===== config.mk =====
export PLATFORM = sky130hd
export DESIGN_NAME = grf_scan_reader
export DESIGN_NICKNAME = d
export VERILOG_FILES = /design/src/rtl/grf_scan_reader.sv
export SDC_FILE = /design/constraint.sdc
export NUM_CORES = 1
export LEC_CHECK = 0
export CORE_ASPECT_RATIO = 1.25
export CORE_MARGIN = 1
export CORE_UTILIZATION = 35
export DETAILED_ROUTE_END_ITERATION = 10
export DONT_BUFFER_PORTS = 1
export HOLD_SLACK_MARGIN = 0.1
export SLEW_MARGIN = 20
export SYNTH_ARGS = -nofsm -noshare
export SYNTH_HDL_FRONTEND = slang
export SYNTH_SLANG_ARGS = --single-unit

===== constraint.sdc =====
create_clock -name clk -period 5.4 [get_ports clk]
set_input_delay 1.08 -clock clk [delete_from_list [all_inputs] [get_ports clk]]
set_output_delay 1.08 -clock clk [all_outputs]
set_load 0.1 [all_outputs]

===== src/rtl/grf_scan_reader.sv =====
// Debug/trace reader: walks the GRF through one async read port and streams
// (index, value) beats, snooping the write port so each beat is current when accepted.
module grf_scan_reader #(
  parameter int NREG      = 32,
  parameter int AW        = 5,
  parameter int DW        = 32,
  parameter int SKIP_ZERO = 0
) (
  input  logic          clk,
  input  logic          reset,
  input  logic          start,
  input  logic          abort,
  output logic [AW-1:0] grf_addr,
  input  logic [DW-1:0] grf_rdata,
  input  logic          snoop_we,
  input  logic [AW-1:0] snoop_addr,
  input  logic [DW-1:0] snoop_wd,
  output logic          out_valid,
  input  logic          out_ready,
  output logic [AW-1:0] out_addr,
  output logic [DW-1:0] out_data,
  output logic          busy,
  output logic          done
);

  typedef enum logic {IDLE, SCAN} state_t;

  localparam logic [AW:0]   FIRST = (AW+1)'((SKIP_ZERO != 0) ? 1 : 0);
  localparam logic [AW-1:0] LAST  = AW'(NREG - 1);

  state_t        state_q, state_d;
  logic [AW:0]   idx_q, idx_d;
  logic          valid_q, valid_d;
  logic [AW-1:0] addr_q, addr_d;
  logic [DW-1:0] data_q, data_d;
  logic          done_q, done_d;

  logic [DW-1:0] bypData;
  logic          holdHit;

  // The GRF commits on the same edge we capture, so a matching write must win over RD1.
  assign bypData = (snoop_we && ({1'b0, snoop_addr} == idx_q) && (idx_q != '0))
                   ? snoop_wd : grf_rdata;
  assign holdHit = snoop_we && (snoop_addr == addr_q) && (addr_q != '0);

  assign grf_addr  = idx_q[AW-1:0];
  assign out_valid = valid_q;
  assign out_addr  = addr_q;
  assign out_data  = data_q;
  assign busy      = (state_q == SCAN);
  assign done      = done_q;

  always_comb begin
    state_d = state_q;
    idx_d   = idx_q;
    valid_d = valid_q;
    addr_d  = addr_q;
    data_d  = data_q;
    done_d  = 1'b0;
    unique case (state_q)
      IDLE: begin
        if (start && !abort) begin
          data_d  = bypData;
          addr_d  = idx_q[AW-1:0];
          valid_d = 1'b1;
          idx_d   = idx_q + (AW+1)'(1);
          state_d = SCAN;
        end
      end
      SCAN: begin
        if (abort) begin
          valid_d = 1'b0;
          idx_d   = FIRST;
          state_d = IDLE;
        end else if (valid_q && out_ready) begin
          if (addr_q == LAST) begin
            valid_d = 1'b0;
            done_d  = 1'b1;
            idx_d   = FIRST;
            state_d = IDLE;
          end else begin
            data_d = bypData;
            addr_d = idx_q[AW-1:0];
            idx_d  = idx_q + (AW+1)'(1);
          end
        end else if (valid_q && holdHit) begin
          // A stalled beat tracks CPU writes to its own register.
          data_d = snoop_wd;
        end
      end
      default: state_d = IDLE;
    endcase
  end

  always_ff @(posedge clk or negedge reset) begin
    if (!reset) begin
      state_q <= IDLE;
      idx_q   <= FIRST;
      valid_q <= 1'b0;
      addr_q  <= '0;
      data_q  <= '0;
      done_q  <= 1'b0;
    end else begin
      state_q <= state_d;
      idx_q   <= idx_d;
      valid_q <= valid_d;
      addr_q  <= addr_d;
      data_q  <= data_d;
      done_q  <= done_d;
    end
  end

endmodule

-- Word level (Yosys, flattened, before mapping)
Index checks and enable logic that the tools add are counted.
- register bits: 46
- output and inout bits: 45
- logic and storage cells: 64
- $add $sub $neg: 1
- equal/unequal tests: 11
- multiplexer cells: 31
- bitwise gates (word level): 1
- reductions and logical operators: 14
- operator list (cell ; count):
    two-way mux 32 bit ; 6
    case mux 32 bit (2 select lines) ; 1
    two-way mux 6 bit ; 4
    two-way mux 5 bit ; 4
    two-way mux 1 bit ; 12
    case mux 6 bit (2 select lines) ; 1
    case mux 5 bit (2 select lines) ; 1
    AND reduction 4 bit ; 2
    logical AND 1 bit ; 7
    adder 6 x 1 -> 6 bit, second input constant ; 1
    == test 5 x 6 -> 1 bit ; 1
    != test 2 bit, second input constant ; 3
    != test 3 x 2 -> 1 bit, second input constant ; 2
    nonzero test 6 bit ; 1
    == test 5 bit ; 1
    == test 5 bit, second input constant ; 1
    nonzero test 5 bit ; 1
    case mux 1 bit (2 select lines) ; 2
    != test 3 x 1 -> 1 bit, second input constant ; 1
    != test 3 bit, second input constant ; 1
    AND reduction 3 bit ; 1
    != test 2 x 1 -> 1 bit, second input constant ; 1
    AND reduction 2 bit ; 1
    logical NOT 1 bit ; 1
    NOT 1 bit ; 1

-- Longest topological paths before layout
Gate-level depths: netlist of run 1.
- word-level depth: 8
- gate-level depth with buffers: 8
- gate-level depth less buffers: 7

-- Least setup slack after synthesis of run 1
OpenSTA, ideal clock, no wires.
- kind: input-to-reg
- start: input snoop_we
- end: register data_q[0] (netlist: out_data[0])
- library setup time: 0.126 ns
- arrival: 2.546 ns
- data required time: 5.274 ns
- slack: 2.728 ns
- stages: 6
- path buffers: 1
- cell sequence: or2b_1 > nor4_1 > a41oi_2 > buf_6 > mux2_4 > mux2_4
- word-level cells in the longest chain between the ends: 7
- elaborated cells between the ends (all ways): 13
- those cells by class: eq/ne: 1; mux: 6; reduce/logical: 6
- RTL lines (item ; line ; source):
    from (decl) ; 15 ; input logic snoop_we,
    logical AND 1 bit (2 in series) ; 42 ; assign bypData = (snoop_we && ({1'b0, snoop_addr} == idx_q) && (idx_q != '0))
    two-way mux 32 bit ; 43 ; ? snoop_wd : grf_rdata;
    two-way mux 32 bit ; 76 ; if (addr_q == LAST) begin
    two-way mux 32 bit ; 75 ; end else if (valid_q && out_ready) begin
    two-way mux 32 bit ; 71 ; if (abort) begin
    case mux 32 bit (2 select lines) ; 60 ; unique case (state_q)
    to (signal assigned) ; 108 ; data_q <= data_d;
    to (decl) ; 35 ; logic [DW-1:0] data_q, data_d;
Parallel ways exist; a longest one is shown, timed or not. The select of a mux whose other input is x is not followed.
A chain may end at the register's enable or synchronous reset.

-- Final worst setup path of run 1
- start: register valid_q (netlist: out_valid)
- end: register data_q[20] (netlist: out_data[20])
- word-level cells in the longest chain between the ends: 4
- elaborated cells between the ends (all ways): 8
- those cells by class: eq/ne: 2; mux: 3; reduce/logical: 3
- RTL lines (item ; line ; source):
    from (decl) ; 33 ; logic valid_q, valid_d;
    from (signal assigned) ; 106 ; valid_q <= valid_d;
    logical AND 1 bit ; 75 ;
    two-way mux 32 bit ; 75 ;
    two-way mux 32 bit ; 71 ;
    case mux 32 bit (2 select lines) ; 60 ;
Parallel ways exist; a longest one is shown, timed or not. The select of a mux whose other input is x is not followed.

==> summary.md, run 1 <==
| Metric | Value |
|---|---|
| Rows | 35 |
| GP Congestion | 0.713 |
| Dominant synthesized flop cell | dfrtp_1 |
| Most Crowded Layer GR | met2 |
| Post-Place Cells | 270 |
| Power Total | ~1.6 mW |
| Clock Latency Late Sink | around 0.30 ns |
| Sequential power share | between 60% and 70% |
| Net Count, Synth | about 260 |
| RSZ-0062 raised after global routing | false |
| Logic pwr share | ~18% |
| Outcome | finished clean |
| Layout cells sized above 1 | ~44% |
| CTS H-tree lvls | 2 |
| Most frequent cells in the layout | mux2_4, dfrtp_1, nor2_1, xor2_1, mux2_2 |
| Via Count | roughly 1,500 |
| Met3 Use GR | approximately 4.7% |
| Most common cell after layout, fill and taps aside | mux2_4 |
| Resize count post-CTS | 0 |
| First-pass GRT wire length | 7850 µm |
| Required @ worst endpoint | around 5.6 ns |
| # setup viols final | 0 |
| Top cell by count, worst path | mux2_2 |
| Cts hold-fix bufs | 0 |
| Sequential element share of the synthesized area | a little over two fifths |
| CP max FO | 17 |
| Area growth syn-to-layout | 7.13% |
| Min Tclk post-route | 3.46 ns |
| Crit-path cells | a21boi_0 > a41oi_4 > buf_4 > mux2_2 > mux2_2 |
| Starting Density | a little over a third |
| Synthesized area per cell | 14.2 µm² |
| Ports | 120 |
| CP startpoint kind | register |
| Yosys top cell area share | between 40 and 50% |
| P_leak | between 1 and 1.5 nW |
| Wirelength, routed | between 4000 and 5000 µm |
| Placed Area | roughly 2700 µm² |
| Final Slew Violations | 0 |
| Layout Nets | 262 |
| Synth Cell Area | roughly 2600 µm² |
| P_sw | 0.869 mW |
| Max rail drop VDD | between 0.00015 and 0.0002 V |
| HP Class | in2async |
| Chip Width | around 80 µm |
| Crit path DAT | 3.65 ns |
| Buf/Inv on CP | 1 |
| Relative max-transition margin | roughly a quarter |
| Reg clk slew, reported paths | around 0.090 ns |
| CP delay by family, top | compound AO/OA/AOI/OAI gates |
| Drt pass-1 iters | 3 |
| Initial detailed-routing violation count | 33 |
| Power Density | approximately 560 nW/µm² |
| Vias per cell | 5.22 |
| Aggregate global routing overflow | 0 |
| Final Hold Vio Count | 0 |
| Synthesized flop and latch total | 46 |
| # fillers | roughly 700 |
| Port Buffer Count | 0 |
| TritonCTS clock tree | yes |
| Unique masters post-synth | 32 |
| Largest net degree at the start of global routing | 47 |
| Die Height | between 90 and 100 µm |
| Bufs on Longest Clock Path | 2 |
| Final period util | a little under two thirds |
| # Post-CTS Setup Buffers | 0 |
| Fin area | roughly 2800 µm² |
| Slowest stage cell, crit path | dfrtp_1 |
| Die Area | between 7000 and 8000 µm² |
| Setup_tns | 0 ns |
| Max-Cap Viols | 0 |
| Antenna viol nets, final | 0 |
| Sw Share | 54.8% |
| Drt wl/cell | roughly 18 µm |
| GRT Util Overall | between 10 and 15% |
| Top cells by area, synth | dfrtp_1, mux2_4, mux2_2 |
| Ys async rst share | between 90% and 100% |
| CTS root buf | clkbuf_8 |
| Dominant cell type by area after synthesis | dfrtp_1 |
| TritonCTS buffer count | 5 |
| Clock network fraction of design power | 15.9% |
| Met1 Use GR | 14.4% |
| Post-synth EDFFs | 0 |
| Residual DRC | 0 |
| Worst Max-Slew Pin Slew | between 1 and 1.5 ns |
| N_diodes | 0 |
| Max Freq | 289 MHz |
| Endpoint class of the critical path | register |
| Post-DP HPWL | approximately 3600 µm |
| Initial antenna violation count | 0 |
| Clock Sinks | 46 |
| Int Power | roughly 0.72 mW |
| Synth Instances | around 190 |
| Core Area | roughly 7300 µm² |
| Met2 Resource Use GR | a little over a fifth |
| Yosys warnings | 0 |
| Max stage delay on crit path | slightly above 1 ns |
| Path type of the worst setup path | reg2reg |
| Vias in the first global route | roughly 1,600 |
| Worst Skew | about 0.012 ns |
| Layout Cells excl Fill | about 280 |
## state kept, by name, indices dropped and copies added, names as in the netlist
| signal | flops |
|---|---|
| busy | 1 |
| done | 1 |
| idx_q | 6 |
| out_addr | 5 |
| out_data | 32 |
| out_valid | 1 |
## Yosys cell counts (2+ instances only)
library cell  count
mux2_4           60
dfrtp_1          46
nor2_1           10
mux2_2            9
xor2_1            9
buf_4             5
nand2_1           5
xnor2_1           4
buf_2             3
buf_6             3
inv_1             3
nand3_1           3
nor4_1            3
ha_1              2
nand4_1           2
nor2b_1           2
## area by class of cell
type | instances | area, µm² | area share [%]
clock inverter | 1 | 30.0 | 1.06
tap | 92 | 115 | 4.08
clock buffer | 7 | 76.3 | 2.71
multi-input combinational | 125 | 1410 | 49.9
timing repair buffer | 4 | 30.0 | 1.06
sequential | 46 | 1150 | 40.8
inverter | 3 | 11.3 | 0.399
## logic make-up (layout without fill, tap and decap cells)
| group | Yosys count | count (layout) | synth area share (%) |
|---|---|---|---|
| AOI/OAI and AO/OA | 10 | 10 | 3.18 |
| xor gates and xnor gates | 13 | 13 | 4.32 |
| adders and majority gates | 2 | 2 | 0.950 |
| buffers and inverters | 14 | 15 | 3.71 |
| DFF | 46 | 46 | 43.7 |
| muxes | 70 | 70 | 38.4 |
| and+or+nand+nor | 30 | 30 | 5.70 |
## power groups by stage
stage	combinational [mW]	clock, mW	sequential, mW
after floorplan	0.284	0	1.02
after global placement	0.276	0	1.06
after detailed placement	0.282	0	1.06
after CTS	0.281	0.264	1.06
after global routing	0.300	0.277	1.07
final	0.278	0.251	1.06
## worst reg2reg max path: cells and delay by family, from the launching register on
kind            cells  cell delay, ns
compound gates      2            1.27
flops               1            1.02
mux                 2            0.64
buf+inv             1            0.43
## per-stage QoR
step	hold WS (ns)	setup WS, ns	util, %
3_5_place_dp	0.534	1.91	37.1
6_report	0.465	1.94	38.6
3_3_place_gp	0.522	1.98	37.1
2_1_floorplan	0.499	2.73	-
5_1_grt	0.446	1.77	38.6
4_1_cts	0.454	1.90	38.6
## path summary, 6_finish.rpt
check,start,to,slack (ns),cells past startpoint
worst min-delay path,reset,out_data[20],0.46,0
max in group asynchronous,reset,out_data[11],4.84,0
worst max-delay path,out_valid,out_data[20],1.94,5
worst min register to register,idx_q[5],idx_q[5],0.56,2
worst max register to register,out_valid,out_data[20],1.94,5
min in group clk,idx_q[5],idx_q[5],0.56,2
## per-layer routing
metal	wire, µm	vias to the layer above	part of all wire (%)
li1	-	652	-
met5	0	-	0
met1	1940	719	39
met4	106	0	2.1
met2	2470	71	50
met3	426	8	8.6
(Power assumes the default switching activity.)
==> inputs of run 2 (changes only) <==
==> constraint.sdc (replaced) <==
create_clock -name clk -period 2.9 [get_ports clk]
set_input_delay 0.58 -clock clk [delete_from_list [all_inputs] [get_ports clk]]
set_output_delay 0.58 -clock clk [all_outputs]
set_load 0.1 [all_outputs]
==> run 2 against run 1 <==
Non-clock buffer count is 13 higher. Clock power is 86% higher. Sequential share of layout area is 1.6 points lower. Total power is 90% higher. Core utilization is 1.6 points higher. Highest routed layer unchanged. Die area stayed put. Via count is 0.97% higher. Combinational power grew to 2.9 times the previous value.
==> summary.md, run 2 (synthesized netlist as in run 1, its figures left out) <==
| Metric | Value |
|---|---|
| Max reg flops | 32 (unchanged) |
| Layout cells sized above 1 | 47.7% (+3.7 points) |
| Endpoint class of the critical path | register |
| Vias in the first global route | 1,494 (-5.4%) |
| HP Class | in2async |
| CP max FO | 17 (unchanged) |
| Required @ worst endpoint | 3.07 ns (-2.52 ns) |
| Starting Density | 36.0% (unchanged) |
| Area growth syn-to-layout | 11.6% |
| Final Slew Violations | 0 (unchanged) |
| R2R Setup Slk | 0.59 ns (-1.35 ns) |
| CTS root buf | clkbuf_8 |
| CTS H-tree lvls | 2 (unchanged) |
| TritonCTS buffer count | 5 (unchanged) |
| Vias per cell | 5.03 (-3.5%) |
| Setup ws final | 0.592 ns (-1.35 ns) |
| Max stage delay on crit path | 0.45 ns (-0.57 ns) |
| Post-Place Cells | 282 (+4.4%) |
| Worst Max-Slew Pin Slew | 0.926 ns (-0.174 ns) |
| Largest net degree at the start of global routing | 47 (unchanged) |
| Top cell by count, worst path | mux2_4 |
| Setup_tns | 0 ns (unchanged) |
| Initial detailed-routing violation count | 35 (+6.1%) |
| Sequential power share | 58.0% (-8.6 points) |
| Logic pwr share | 26.5% (+9.0 points) |
| Drt wl/cell | 16.8 µm (-5.3%) |
| Fin area | 2940 µm² (+4.2%) |
| Via Count | 1,464 (+0.97%) |
| Die Area | 7880 µm² (unchanged) |
| Residual DRC | 0 (unchanged) |
| Relative max-transition margin | 38.3% (+12 points) |
| Sw Share | 54.2% (-0.61 points) |
| RSZ-0062 raised after global routing | false |
| Wirelength, routed | 4900 µm (-0.85%) |
| Power Total | 3.01 mW (+90%) |
| CP startpoint kind | register |
| GRT Util Overall | 12.9% (-0.041 points) |
| First-pass GRT wire length | 7650 µm (-2.6%) |
| Post-Place Worst Slack | 0.553 ns (-1.36 ns) |
| Post-DP HPWL | 3620 µm (+1.9%) |
| Int Power | 1.38 mW (+92%) |
| Crit path DAT | 2.48 ns (-1.17 ns) |
| P_leak | 1.40 nW (+5.6%) |
| Most frequent cells in the layout | mux2_4, dfrtp_1, buf_4, nor2_1 |
| Crit-path cells | inv_1 > ha_1 > nor4b_1 > nor4_1 > a41oi_4 > buf_4 > mux2_4 > mux2_4 |
| Path type of the worst setup path | reg2reg |
| Die Height | 99.0 µm (unchanged) |
| Rows | 35 (unchanged) |
| P_sw | 1.63 mW (+88%) |
| Hold slack | 0.114 ns (-0.351 ns) |
| Most common cell after layout, fill and taps aside | mux2_4 |
| Chip Width | 79.6 µm (unchanged) |
| # setup viols final | 0 (unchanged) |
| Outcome | finished clean |
| Placed Area | 2810 µm² (+3.3%) |
| Drt pass-1 iters | 5 (+2) |
| Ports | 120 (unchanged) |
| Antenna viol nets, final | 0 (unchanged) |
| Min Tclk post-route | 2.31 ns (-1.15 ns) |
| Max rail drop VDD | 0.000360 V (+97%) |
| Initial antenna violation count | 0 (unchanged) |
| Power Density | 1020 nW/µm² (+82%) |
| Max-Cap Viols | 0 (unchanged) |
| Bufs on Longest Clock Path | 2 (unchanged) |
| Core Area | 7310 µm² (unchanged) |
| TritonCTS clock tree | yes |
| Final core utilization | 40.2% (+1.6 points) |
| Final Hold Vio Count | 0 (unchanged) |
| Slowest stage cell, crit path | nor4_1 |
| Aggregate global routing overflow | 0 (unchanged) |
| Layout Nets | 275 (+5.0%) |
| Worst Skew | 0.0120 ns (-0.000381 ns) |
| Final period util | 79.6% (+16 points) |
| Port Buffer Count | 0 (unchanged) |
| Clock network fraction of design power | 15.5% (-0.4 points) |
| Layout Cells excl Fill | 291 (+4.7%) |
| N_diodes | 0 (unchanged) |
| GP Congestion | 0.737 (+3.4%) |
| Max Freq | 433 MHz (+50%) |
| Reg clk slew, reported paths | 0.09 ns (about the same) |
| Clock Sinks | 46 (unchanged) |
| Clock Latency Late Sink | 0.29 ns (about the same) |
run 2: repair_timing:
item | in CTS | in global routing
hold buffers | 1 | 0
hold endpoints to repair | 46 | 0
gates resized for setup | 0 | 0
setup buffers | 0 | 0
run 2: layer usage:
metal / track usage [%] / up-vias / routed length (µm)
met4: 5.03 / 0 / 77
met3: 3.70 / 8 / 320
li1: - / 680 / -
met1: 14.6 / 711 / 1980
met2: 22.3 / 65 / 2520
met5: 0 / - / 0
run 2: cell type report:
type | instances | area (µm²)
inverter | 3 | 11.3
sequential | 46 | 1150
timing repair buffer | 17 | 148
multi-input combinational | 125 | 1410
clock inverter | 1 | 30.0
fill | 686 | 4370
tap | 92 | 115
clock buffer | 7 | 76.3
run 2: critical path, delay by kind of cell (launching register included):
family | cells | cell delay (ns)
and+or+nand+nor | 2 | 0.59
adders and majority gates | 1 | 0.18
buffers and inverters | 2 | 0.32
AOI/OAI and AO/OA | 1 | 0.16
muxes | 2 | 0.57
DFF | 1 | 0.36
run 2: path summary, 6_finish.rpt:
path / start / endpoint / cells after the start
max: idx_q[0] / out_data[27] / 8
min: reset / idx_q[4] / 1
max reg2reg: idx_q[0] / out_data[27] / 8
min reg2reg: idx_q[5] / idx_q[5] / 2
max in group asynchronous: reset / done / 1
min in group clk: abort / done / 1
run 2: power groups by stage:
stage,Clock (mW),Combinational [mW],Sequential (mW)
after floorplan,0,0.528,1.89
after global placement,0,0.777,1.76
after detailed placement,0,0.790,1.76
after CTS,0.491,0.808,1.75
after global routing,0.517,0.844,1.77
final,0.466,0.798,1.75
==> inputs of run 3 (changes only) <==
==> constraint.sdc (replaced) <==
create_clock -name clk -period 2.2 [get_ports clk]
set_input_delay 0.44 -clock clk [delete_from_list [all_inputs] [get_ports clk]]
set_output_delay 0.44 -clock clk [all_outputs]
set_load 0.1 [all_outputs]
==> run 3 against run 2 <==
Clock skew down 0.0042 ns. Die area is the same. Maximum frequency is 8.0% higher. Via count grew 6.7%. Sequential power increased by 33%. Count of clock-buffer cells in the layout is 1 lower. First-iteration DRC count is 120% higher. Sequential share of layout area decreased by 3.1 points. Clock power rose by 19%. Core utilization rose by 3.8 points. Non-clock buffer count up 15.
==> summary.md, run 3 (synthesized netlist as in run 1, its figures left out) <==
| Metric | Value |
|---|---|
| Chip Width | 79.6 µm (unchanged) |
| Die Height | 99.0 µm (unchanged) |
| Worst Max-Slew Pin Slew | 0.951 ns (+0.0257 ns) |
| Most common cell after layout, fill and taps aside | mux2_4 |
| CP startpoint kind | register |
| N_diodes | 0 (unchanged) |
| Max reg flops | 32 (unchanged) |
| Endpoint class of the critical path | register |
| Min Tclk post-route | 2.14 ns (-0.172 ns) |
| Layout cells sized above 1 | 58.4% (+11 points) |
| Max rail drop VDD | 0.000536 V (+49%) |
| First-pass GRT wire length | 8870 µm (+16%) |
| HP Class | in2reg |
| Required @ worst endpoint | 2.39 ns (-0.68 ns) |
| Wirelength, routed | 5730 µm (+17%) |
| Ports | 120 (unchanged) |
| Setup ws final | 0.0637 ns (-0.528 ns) |
| CTS H-tree lvls | 2 (unchanged) |
| Residual DRC | 0 (unchanged) |
| Initial antenna violation count | 0 (unchanged) |
| Starting Density | 36.0% (unchanged) |
| Hold slack | 0.195 ns (+0.0808 ns) |
| Aggregate global routing overflow | 0 (unchanged) |
| Post-Place Worst Slack | -0.0744 ns (-0.627 ns) |
| CTS root buf | clkbuf_8 |
| Crit path DAT | 2.33 ns (-0.15 ns) |
| FF-to-FF End | out_data[2] |
| Drt wl/cell | 18.7 µm (+11%) |
| Final period util | 97.1% (+18 points) |
| Port Buffer Count | 0 (unchanged) |
| Largest net degree at the start of global routing | 47 (unchanged) |
| Clock Sinks | 46 (unchanged) |
| Critical path endpoint | out_data[2] |
| Max Freq | 468 MHz (+8.0%) |
| Path type of the worst setup path | reg2reg |
| Initial detailed-routing violation count | 77 (+120%) |
| GRT Util Overall | 15.1% (+2.2 points) |
| Worst Skew | 0.00783 ns (-0.00422 ns) |
| P_leak | 1.51 nW (+8.1%) |
| Drt pass-1 iters | 4 (-1) |
| Crit path from | idx_q[5] |
| Rows | 35 (unchanged) |
| TritonCTS buffer count | 5 (unchanged) |
| Most frequent cells in the layout | mux2_4, dfrtp_1, buf_4, nor2_1, mux2_2 |
| Core Area | 7310 µm² (unchanged) |
| TritonCTS clock tree | yes |
| Outcome | finished clean |
| Area growth syn-to-layout | 22.1% |
| Register area | 1160 µm² (+0.87%) |
| Final Hold Vio Count | 0 (unchanged) |
| Via Count | 1,562 (+6.7%) |
| Final Slew Violations | 0 (unchanged) |
| Bufs on Longest Clock Path | 2 (unchanged) |
| Max-Cap Viols | 0 (unchanged) |
| Setup_tns | 0 ns (unchanged) |
| R2R Setup Slk | 0.06 ns (-0.53 ns) |
| GP Congestion | 0.763 (+3.4%) |
| Relative max-transition margin | 36.6% (-1.7 points) |
| Vias per cell | 5.10 (+1.5%) |
| Worst hold stages | 1 |
| RSZ-0062 raised after global routing | true |
| # setup viols final | 0 (unchanged) |
| FF-to-FF Start | idx_q[5] |
| Clock Latency Late Sink | 0.30 ns (about the same) |
| Multi-input logic area | 1460 µm² (+3.6%) |
| Vias in the first global route | 1,642 (+9.9%) |
| Reg2Reg Depth | 7 (-1) |
| Antenna viol nets, final | 0 (unchanged) |
| Layout Nets | 290 (+5.5%) |
| # fillers | 664 (-3.2%) |
| Die Area | 7880 µm² (unchanged) |
| Power Density | 1270 nW/µm² (+24%) |
| Post-DP HPWL | 3980 µm (+9.9%) |
| Reg clk slew, reported paths | 0.09 ns (about the same) |
| CP max FO | 7 (-10) |
==> run 3: repair_timing <==
item | in CTS | in global routing
resized for setup | 10 | 4
endpoints found under the hold margin | 46 | 0
hold buffers | 2 | 0
pin swaps | 2 | 3
buffers inserted | 4 | 0
setup endpoints to repair | 32 | 32
cloned | 3 | 0
==> run 3: area by class of cell <==
cell class / instances / share of cell area (%)
clock buffers: 6 / 2.57
clock inverters: 2 / 0.389
inverters: 3 / 0.350
multi-input cells: 125 / 45.3
flip-flops and latches: 46 / 36.1
well taps: 92 / 3.58
repair buffers: 32 / 11.7
==> run 3: worst max-delay path, cell delays in order (launching register included) <==
cell and delay [ns]:
dfrtp_1 0.39, or2b_1 0.27, nor4_4 0.32, a41oi_4 0.16, buf_12 0.19, buf_12 0.14
mux2_4 0.29, mux2_4 0.26
==> run 3: metrics by stage <==
stage | utilization, % | power, mW | cell area, µm² | std cells
2_1_floorplan | - | 3.19 | 2640 | 185
3_5_place_dp | 39.7 | 3.43 | 2900 | 289
5_1_grt | 44.0 | 4.25 | 3220 | 306
6_report | 44.0 | 4.09 | 3220 | 306
3_3_place_gp | 39.7 | 3.41 | 2900 | 289
4_1_cts | 43.7 | 4.12 | 3200 | 306
==> run 3: where the power goes <==
group | internal, mW | leakage (nW) | switching [mW]
clock | 0.253 | 0.0472 | 0.302
sequential | 1.02 | 0.550 | 1.30
combinational | 0.577 | 0.916 | 0.643
total | 1.85 | 1.51 | 2.24
==> run 3: how the worst min path moves through the flow <==
| stage | startpoint | to | slack [ns] |
|---|---|---|---|
| 2_1_floorplan | reset | busy | 0.14 |
| 5_1_grt | abort | done | 0.18 |
| 3_3_place_gp | reset | out_data[10] | 0.15 |
| 6_report | abort | done | 0.19 |
| 3_5_place_dp | reset | out_data[7] | 0.15 |
| 4_1_cts | abort | done | 0.18 |
==> run 3: layer usage <==
layer  vias to the layer above  GRT usage (%)  part of all wire, %
met5                         -              0                    0
met1                       786           17.8                   40
met3                         5           4.07                  5.6
met4                         0           5.03                  1.5
met2                        59           26.0                   53
li1                        712              -                    -
